`src/rtl/alu_func_stepper.sv`:
```
// alu_func_stepper
//   Clocked ALU front panel. Two raw push-buttons step a 3-bit function
//   select forward and backward. The select wraps around in both directions.
//   Each button is synchronised and debounced on-chip. A WIDTH-bit ALU
//   computes from a, b and the current select. Its result and status flags
//   are registered every cycle.
//
// Ports
//   clk          system clock, all state changes on posedge
//   rst_n        synchronous active-low reset
//   btn_next     raw button, an accepted press advances func
//   btn_prev     raw button, an accepted press decrements func
//   a, b         WIDTH-bit operands (two's complement for signed ops)
//   func         current function select (registered)
//   func_changed one-cycle pulse in the first cycle func shows a new value
//   y            registered ALU result
//   carry        registered carry-out / borrow flag
//   overflow     registered signed-overflow flag
//   zero         registered flag, high when y == 0
module alu_func_stepper #(
  parameter int         WIDTH           = 4,
  parameter int         DEBOUNCE_CYCLES = 4,
  parameter logic [2:0] FUNC_RESET      = 3'b000
) (
  input  logic             clk,
  input  logic             rst_n,
  input  logic             btn_next,
  input  logic             btn_prev,
  input  logic [WIDTH-1:0] a,
  input  logic [WIDTH-1:0] b,
  output logic [2:0]       func,
  output logic             func_changed,
  output logic [WIDTH-1:0] y,
  output logic             carry,
  output logic             overflow,
  output logic             zero
);

  // A counter must hold values up to DEBOUNCE_CYCLES-1. It keeps at least 1 bit.
  localparam int               CNT_W   = (DEBOUNCE_CYCLES > 1) ? $clog2(DEBOUNCE_CYCLES) : 1;
  localparam logic [CNT_W-1:0] CNT_MAX = CNT_W'(DEBOUNCE_CYCLES - 1);

  logic [1:0] btn_raw;
  logic [1:0] rise;

  // Index 0 is the next button. Index 1 is the prev button.
  assign btn_raw = {btn_prev, btn_next};

  // ---------------------------------------------------------------------
  // Per-button synchroniser, debouncer and rising-edge detector
  // ---------------------------------------------------------------------
  for (genvar gi = 0; gi < 2; gi++) begin : g_btn
    logic             s1_q, s1_d;
    logic             s2_q, s2_d;
    logic             deb_q, deb_d;
    logic             deb_dly_q, deb_dly_d;
    logic [CNT_W-1:0] cnt_q, cnt_d;

    always_comb begin
      s1_d      = btn_raw[gi];
      s2_d      = s1_q;
      deb_d     = deb_q;
      deb_dly_d = deb_q;
      cnt_d     = cnt_q;
      if (s2_q == deb_q) begin
        // No disagreement with the accepted level, so any streak is discarded.
        cnt_d = '0;
      end else if (cnt_q == CNT_MAX) begin
        deb_d = s2_q;
        cnt_d = '0;
      end else begin
        cnt_d = cnt_q + CNT_W'(1);
      end
    end

    always_ff @(posedge clk) begin
      if (!rst_n) begin
        s1_q      <= 1'b0;
        s2_q      <= 1'b0;
        deb_q     <= 1'b0;
        deb_dly_q <= 1'b0;
        cnt_q     <= '0;
      end else begin
        s1_q      <= s1_d;
        s2_q      <= s2_d;
        deb_q     <= deb_d;
        deb_dly_q <= deb_dly_d;
        cnt_q     <= cnt_d;
      end
    end

    // Only the accepted press counts. A release produces no event.
    assign rise[gi] = deb_q & ~deb_dly_q;
  end

  // ---------------------------------------------------------------------
  // Function select stepping
  // ---------------------------------------------------------------------
  logic [2:0] func_q, func_d;
  logic       func_changed_q, func_changed_d;

  always_comb begin
    func_d         = func_q;
    func_changed_d = 1'b0;
    // Both rises in the same cycle cancel each other. The 3-bit add and
    // subtract wrap naturally at 7 and 0.
    unique case (rise)
      2'b01: begin
        func_d         = func_q + 3'd1;
        func_changed_d = 1'b1;
      end
      2'b10: begin
        func_d         = func_q - 3'd1;
        func_changed_d = 1'b1;
      end
      default: ;
    endcase
  end

  // ---------------------------------------------------------------------
  // ALU
  // ---------------------------------------------------------------------
  logic [WIDTH:0]   sum_ext, diff_ext;
  logic [WIDTH-1:0] y_q, y_d;
  logic             carry_q, carry_d;
  logic             overflow_q, overflow_d;
  logic             zero_q, zero_d;

  // The extra top bit holds the carry-out of the add and the borrow of the
  // subtract. The subtract bit is set exactly when a < b unsigned.
  assign sum_ext  = {1'b0, a} + {1'b0, b};
  assign diff_ext = {1'b0, a} - {1'b0, b};

  always_comb begin
    y_d        = '0;
    carry_d    = 1'b0;
    overflow_d = 1'b0;
    unique case (func_q)
      3'b000: begin
        y_d        = sum_ext[WIDTH-1:0];
        carry_d    = sum_ext[WIDTH];
        overflow_d = (a[WIDTH-1] == b[WIDTH-1]) && (sum_ext[WIDTH-1] != a[WIDTH-1]);
      end
      3'b001: begin
        y_d        = diff_ext[WIDTH-1:0];
        carry_d    = diff_ext[WIDTH];
        overflow_d = (a[WIDTH-1] != b[WIDTH-1]) && (diff_ext[WIDTH-1] != a[WIDTH-1]);
      end
      3'b010:  y_d = ~a;
      3'b011:  y_d = a & b;
      3'b100:  y_d = a | b;
      3'b101:  y_d = a ^ b;
      3'b110:  y_d = WIDTH'($signed(a) < $signed(b));
      default: y_d = WIDTH'(a == b);
    endcase
    zero_d = (y_d == '0);
  end

  always_ff @(posedge clk) begin
    if (!rst_n) begin
      func_q         <= FUNC_RESET;
      func_changed_q <= 1'b0;
      y_q            <= '0;
      carry_q        <= 1'b0;
      overflow_q     <= 1'b0;
      zero_q         <= 1'b1;
    end else begin
      func_q         <= func_d;
      func_changed_q <= func_changed_d;
      y_q            <= y_d;
      carry_q        <= carry_d;
      overflow_q     <= overflow_d;
      zero_q         <= zero_d;
    end
  end

  assign func         = func_q;
  assign func_changed = func_changed_q;
  assign y            = y_q;
  assign carry        = carry_q;
  assign overflow     = overflow_q;
  assign zero         = zero_q;

endmodule

```
`config.mk`:
```
export PLATFORM = sky130hd
export DESIGN_NAME = alu_func_stepper
export DESIGN_NICKNAME = d
export VERILOG_FILES = /design/src/rtl/alu_func_stepper.sv
export SDC_FILE = /design/constraint.sdc
export NUM_CORES = 1
export LEC_CHECK = 0
export BUFFER_PORTS_ARGS = -buffer_cell sky130_fd_sc_hd__buf_2
export CAP_MARGIN = 5
export CORE_ASPECT_RATIO = 0.9
export CORE_MARGIN = 1
export CORE_UTILIZATION = 50
export CTS_CLUSTER_SIZE = 16
export DETAILED_ROUTE_END_ITERATION = 10
export PLACE_DENSITY = 0.83
export SYNTH_ARGS = -nofsm -noshare
export SYNTH_HDL_FRONTEND = slang
export SYNTH_SLANG_ARGS = --single-unit
```
`constraint.sdc`:
```
create_clock -name clk -period 2.3 [get_ports clk]
set_input_delay 0 -clock clk [delete_from_list [all_inputs] [get_ports clk]]
set_output_delay 0 -clock clk [all_outputs]
set_load 0.01 [all_outputs]
```
==> key figures, run 1 <==
CTS
  • Num CTS Buffers: 3
  • Reg clk slew, reported paths: 0.13 ns
  • Worst-Skew Late Latency: 0.31 ns
  • Max H-tree Level: 1
  • CTS tree: done
  • Root Driver: clkbuf_4
  • Cts hold-fix bufs: 2
  • Clock Sinks: 23
  • Post_cts resized: 0
  • Post-CTS Setup Repair Bufs: 0
  • Clock buffer depth: 2

Worst setup path
  • Critical path type: reg -> reg
  • R2R Setup Slk: about 0.36 ns
  • Worst setup EP type: register
  • CP cell instances: inv_1 > ha_1 > inv_1 > o21ai_0 > a221o_1 > a211o_1 > o31ai_2
  • WP data required: 2.52 ns
  • CP peak stage delay: 0.43 ns
  • CP startpoint: func[0]
  • CP Launch Type: register
  • WP data arrival: ~2.2 ns
  • Most frequent cell on the critical path: inv_1
  • Reg2reg start: func[0]
  • CP max FO: 5
  • Slowest cell on the critical path: dfxtp_1

STA
  • Headroom to the max-slew limit: 72.91%
  • Clock skew: 0.01392 ns
  • Hold slack: 0.07631 ns
  • TNS Setup: 0 ns
  • Min Tclk post-route: 1.942 ns
  • Final WS setup: 0.3578 ns
  • Fin. max-slew vios: 0
  • RSZ-0062 raised after global routing: false
  • Slew @ Worst Pin: 0.4039 ns
  • Max Clock Freq: 514.9 MHz
  • Period utilization: 84.45%
  • Final Hold Violating Endpoints: 0
  • Setup violations, final: 0

Finish
  • Post-Layout Inst Area: ~1600 um^2
  • Fillers: ~250
  • Commonest non-fill, non-tap cell in the layout: dfxtp_1
  • Diodes inserted: 0
  • Most frequent cells in the layout: dfxtp_1 (23), buf_2 (22), ha_1 (21), inv_1 (15)
  • Final Util: 59.97%
  • Final std cells w/o fill: 226
  • Area occupied by registers: roughly 460 um^2
  • Multi-input logic area: 902.1 um^2
  • Area Growth Syn to Fin: 13.73%
  • Share of layout cells above drive strength 1: 18.82%
  • Nets: 222

Routing
  • Total vias in the final route: 1195
  • DRC Markers: 0
  • Vias per inst: 5.288
  • DR iter-0 viols: 34
  • Avg WL per Cell: 12.77 um
  • First-pass detailed-route iteration total: 4
  • Final WL: 2.885 mm
  • Post-DRT Antenna Nets: 0

Placement
  • RD Place Congestion: 0.9100
  • Placed cell area: 1602 um^2
  • Post-DP HPWL: 2.300 mm
  • Worst slack, placed: 0.3952 ns
  • Inst Count DP: 220
  • I/O Buffers: 22

GRT
  • Vias in the first global route: 1062
  • Antenna violations before repair: 0
  • Grt total ovfl: 0
  • Total global-route track usage: 20.07%
  • Largest net degree at the start of global routing: 21
  • First-pass GRT wire length: 4.698 mm

Yosys
  • Avg Cell Area, Syn: 8.999 um^2
  • Count of cell types in the netlist: 41
  • Number of synthesized register bits: 23
  • Synth Flop Type: dfxtp_1
  • Mapped Cells: about 160
  • Synth warn: 0
  • Syn Std Cell Area: 1449 um^2
  • Post-synth net total: 196
  • Post-synth EDFFs: 0
  • Post-synthesis sequential area ratio: 31.78%
  • Ys async rst share: 0%

Floorplan
  • Die width: between 50 and 60 um
  • Die Area: between 3000 and 4000 um^2
  • Row Count: 18
  • Die H: 53.07 um
  • Initial Util: 52.73%
  • # IOs: 23
  • Core Region: ~2700 um^2

Power
  • Leak pwr: 0.7656 nW
  • Pwr/cell area: 462.8 nW/um^2
  • Tot Pwr: about 0.76 mW
  • Worst VDD drop: approximately 0.37 mV

Outcome
  • Status: completed

Worst hold path
  • Hold path start: rst_n
  • Min-Delay Path Class: in -> reg

Job
  • Max Cap Viol: 0
[synthesized netlist by cell type, types with 2 or more instances]
library cell | n | area share (%)
nor4_1 | 3 | 1.3
xnor2_1 | 5 | 3.0
nor4bb_1 | 2 | 1.4
and2_1 | 11 | 4.7
a211oi_1 | 3 | 1.6
inv_2 | 2 | 0.52
inv_1 | 15 | 3.9
mux2i_1 | 2 | 1.4
nand2_1 | 11 | 2.8
nor2_1 | 10 | 2.6
o21ai_0 | 5 | 1.7
nor2b_1 | 5 | 2.2
clkbuf_1 | 2 | 0.52
buf_2 | 3 | 1.0
a21oi_1 | 6 | 2.1
nand2b_1 | 6 | 2.6
ha_1 | 21 | 18
dfxtp_1 | 23 | 32
fa_1 | 2 | 2.8
nor4b_1 | 2 | 1.2
a221oi_1 | 2 | 1.2
[cell type report]
class                      count  share of cell area, %
clock buffer                   4                  1.595
inverter                      17                  3.872
multi-input combinational    116                  54.75
sequential                    23                  27.94
tap                           40                  3.037
timing repair buffer          26                  8.808
[critical path, delay by kind of cell, from the launching register on]
family	cells	cell delay [ns]
AO/OA/AOI/OAI	4	0.91
adder cells (fa/ha/maj)	1	0.27
buffers and inverters	2	0.24
flip-flops	1	0.43
[power breakdown]
part           total, mW  internal (mW)  switching, mW
Combinational      0.163         0.0743         0.0890
Clock              0.180         0.0676          0.113
Sequential         0.419          0.415        0.00403
[kinds of logic (layout without fill, tap and decap cells)]
logic type      Yosys count  after routing  synth area share (%)
compound gates           29             29                 14.60
flops                    23             23                 31.78
mux                       3              3                 2.418
fa+ha+maj                23             23                 20.90
simple gates             56             56                 21.33
xor+xnor                  5              5                 3.022
buf+inv                  22             47                 5.958
[sequential cells by signal (all words and copies together) (netlist names)]
register and cells:
g_btn.cnt_q 4, y 4, func 3, g_btn.deb_dly_d 2, g_btn.deb_dly_q 2, g_btn.s1_q 2, g_btn.s2_q 2, carry 1
func_changed 1, overflow 1, zero 1
[metal layers]
metal,share of wire (%),vias up,routed length (um),track usage (%)
li1,-,600,-,-
met1,43,548,1245,25.04
met2,49,45,1418,34.28
met3,7.3,2,211,5.134
met4,0.35,0,10,5.159
met5,0,-,0,0
[path summary, 6_finish.rpt]
| path | cells after the start | end |
|---|---|---|
| worst min-delay path | 2 | g_btn[1].cnt_q[1] |
| worst max-delay path | 7 | zero |
| worst max register to register | 7 | zero |
| worst min register to register | 1 | g_btn[0].cnt_q[0] |
Power figures use the tool's default switching activity.
==> run 2: changes to the inputs <==
--- a/config.mk
+++ b/config.mk
@@ -5,6 +5,7 @@
 export SDC_FILE = /design/constraint.sdc
 export NUM_CORES = 1
 export LEC_CHECK = 0
+export ABC_AREA = 1
 export BUFFER_PORTS_ARGS = -buffer_cell sky130_fd_sc_hd__buf_2
 export CAP_MARGIN = 5
 export CORE_ASPECT_RATIO = 0.9
==> constraint.sdc (replaced) <==
create_clock -name clk -period 1.8 [get_ports clk]
set_input_delay 0 -clock clk [delete_from_list [all_inputs] [get_ports clk]]
set_output_delay 0 -clock clk [all_outputs]
set_load 0.01 [all_outputs]
==> key figures, run 2 <==
Floorplan
  • Core Region: 2770 um^2
  • Row Count: 18
  • Die H: 53.42 um
  • Die Area: 3159 um^2
  • Die width: 59.14 um
  • # IOs: 23
  • Initial Util: between 50% and 60%

CTS
  • Max H-tree Level: 1
  • Root Driver: clkbuf_4
  • Clock Sinks: 23
  • Clock buffer depth: 2
  • CTS tree: done
  • Worst-Skew Late Latency: 0.30 ns
  • Post-CTS Setup Repair Bufs: 0
  • Num CTS Buffers: 3
  • Reg clk slew, reported paths: 0.11 ns

Yosys
  • Yosys top cell area share: roughly a third
  • Synth Flop Type: dfxtp_1
  • Synth warn: 0
  • Cell with the most instances after synthesis: nand2_1
  • Area leader, netlist: dfxtp_1
  • Syn Std Cell Area: 1469 um^2
  • Post-synth EDFFs: 0
  • Post-synth top cells: nand2_1 (40), inv_1 (38), dfxtp_1 (23)
  • Avg Cell Area, Syn: 7.165 um^2
  • Number of synthesized register bits: 23
  • Mapped Cells: 205
  • Post-synthesis sequential area ratio: 31.35%
  • Area contributors post-synth: dfxtp_1 (31%), ha_1 (18%), nand2_1 (10%)
  • Count of cell types in the netlist: 23
  • Post-synth net total: 240
  • Ys async rst share: 0%

Worst setup path
  • CP max FO: 5
  • WP data required: 2.05 ns
  • CP Launch Type: register
  • Critical path type: reg -> reg
  • Worst setup EP type: register
  • WP data arrival: 1.80 ns

GRT
  • Met3 Use GR: 4.890%
  • Vias in the first global route: 1145
  • Largest net degree at the start of global routing: 17
  • Global routing's busiest layer: met2
  • Antenna violations before repair: 0
  • First-pass GRT wire length: 4.864 mm
  • Met1 usage: 26.98%
  • Met2 usage: 34.28%
  • Total global-route track usage: between 20 and 25%
  • Grt total ovfl: 0

STA
  • Period utilization: a little under nine tenths
  • Min Tclk post-route: around 1.6 ns
  • RSZ-0062 raised after global routing: false
  • Setup violations, final: 0
  • Max Clock Freq: 645.0 MHz
  • Headroom to the max-slew limit: between 80 and 90%
  • Fin. max-slew vios: 0
  • Slew @ Worst Pin: approximately 0.27 ns
  • Final Hold Violating Endpoints: 0
  • TNS Setup: 0 ns
  • Clock skew: 0.003213 ns
  • Hold slack: 0.03994 ns
  • Final WS setup: 0.2497 ns

Routing
  • Post-DRT Antenna Nets: 0
  • DRC Markers: 0
  • DR iter-0 viols: 81
  • Vias per inst: 4.930
  • Total vias in the final route: between 1000 and 1500
  • First-pass detailed-route iteration total: 4
  • Avg WL per Cell: 10.75 um
  • Final WL: 2.936 mm

Finish
  • Area Growth Syn to Fin: 14.40%
  • Commonest non-fill, non-tap cell in the layout: nand2_1
  • Multi-input logic area: ~850 um^2
  • Final Util: 60.66%
  • Area occupied by registers: 461.7 um^2
  • Share of layout cells above drive strength 1: 15.88%
  • Diodes inserted: 0
  • Nets: 269
  • Fillers: 264
  • Most frequent cells in the layout: nand2_1 (40), inv_1 (38), dfxtp_1 (22), buf_2 (22), ha_1 (21)

Power
  • Clock power frac: 23.3%
  • Leak pwr: 0.9070 nW
  • Tot Pwr: approximately 0.96 mW
  • Combinational share of power: 20.9%
  • Worst VDD drop: 0.5614 mV
  • P_sw: 0.2662 mW
  • Pint: around 0.69 mW
  • Pwr/cell area: 571.9 nW/um^2
  • Switching share of power: 27.70%
  • Sequential group share of total power: 55.8%

Outcome
  • Status: completed

Job
  • Max Cap Viol: 0

Placement
  • Post-DP HPWL: 2.387 mm
  • RD Place Congestion: 0.9299
  • I/O Buffers: 22
  • Worst slack, placed: 0.1836 ns

Worst hold path
  • Min-Delay Path Class: in -> reg
run 2: layer usage:
layer	up-vias	wire length, um
li1	702	-
met1	607	1390
met2	35	1376
met3	2	155
met4	0	14
met5	-	0
run 2: through the flow:
step / instance area [um^2] / instances
after floorplan: 1469 / 205
after global placement: 1633 / 267
after detailed placement: 1633 / 267
final: 1680 / 273
after CTS: 1679 / 273
after global routing: 1680 / 273
run 2: power by group through the flow:
stage	sequential, mW	combinational (mW)	clock (mW)
after floorplan	0.556	0.121	0
after global placement	0.547	0.194	0
after detailed placement	0.548	0.196	0
after CTS	0.536	0.201	0.233
after global routing	0.539	0.230	0.255
final	0.536	0.201	0.224
run 2: worst max-delay path, cell delays in order, from the launching register on:
cell and delay (ns):
dfxtp_1 0.35, ha_1 0.21, ha_1 0.25, nor2_1 0.13, nand2_1 0.07, o21ai_1 0.19, nand2_1 0.07, nand2_1 0.09
nand2_1 0.06, nor2_1 0.09
run 2: logic make-up after synthesis:
group                    after synthesis  share of synthesized area [%]
AND/OR/NAND/NOR                       83                          23.60
buffers and inverters                 42                          10.73
AO/OA/AOI/OAI                         33                          13.12
adder cells (fa/ha/maj)               23                          20.61
flip-flops                            23                          31.35
XOR/XNOR                               1                         0.5964
run 2: path summary, 6_finish.rpt:
| path | startpoint | endpoint | slack [ns] | cells after the start |
|---|---|---|---|---|
| max | func[0] | zero | 0.25 | 9 |
| min | rst_n | g_btn[1].s2_q | 0.04 | 3 |
| max reg2reg | func[0] | zero | 0.25 | 9 |
| min reg2reg | g_btn[1].s1_q | g_btn[1].s2_q | 0.43 | 2 |
run 2: cell type report:
class / count / area share, %
Tap cell: 40 / 2.978
Inverter: 41 / 9.159
Sequential cell: 23 / 27.48
Clock buffer: 4 / 1.564
Multi-Input combinational cell: 140 / 50.63
Timing Repair Buffer: 25 / 8.191
run 2: what timing repair did:
| action | 4_1_cts | 5_1_grt |
|---|---|---|
| gates resized for setup | 0 | 1 |
| endpoints found under the hold margin | 2 | 0 |
| hold buffers | 2 | 0 |
| endpoints found under the setup margin | 0 | 1 |
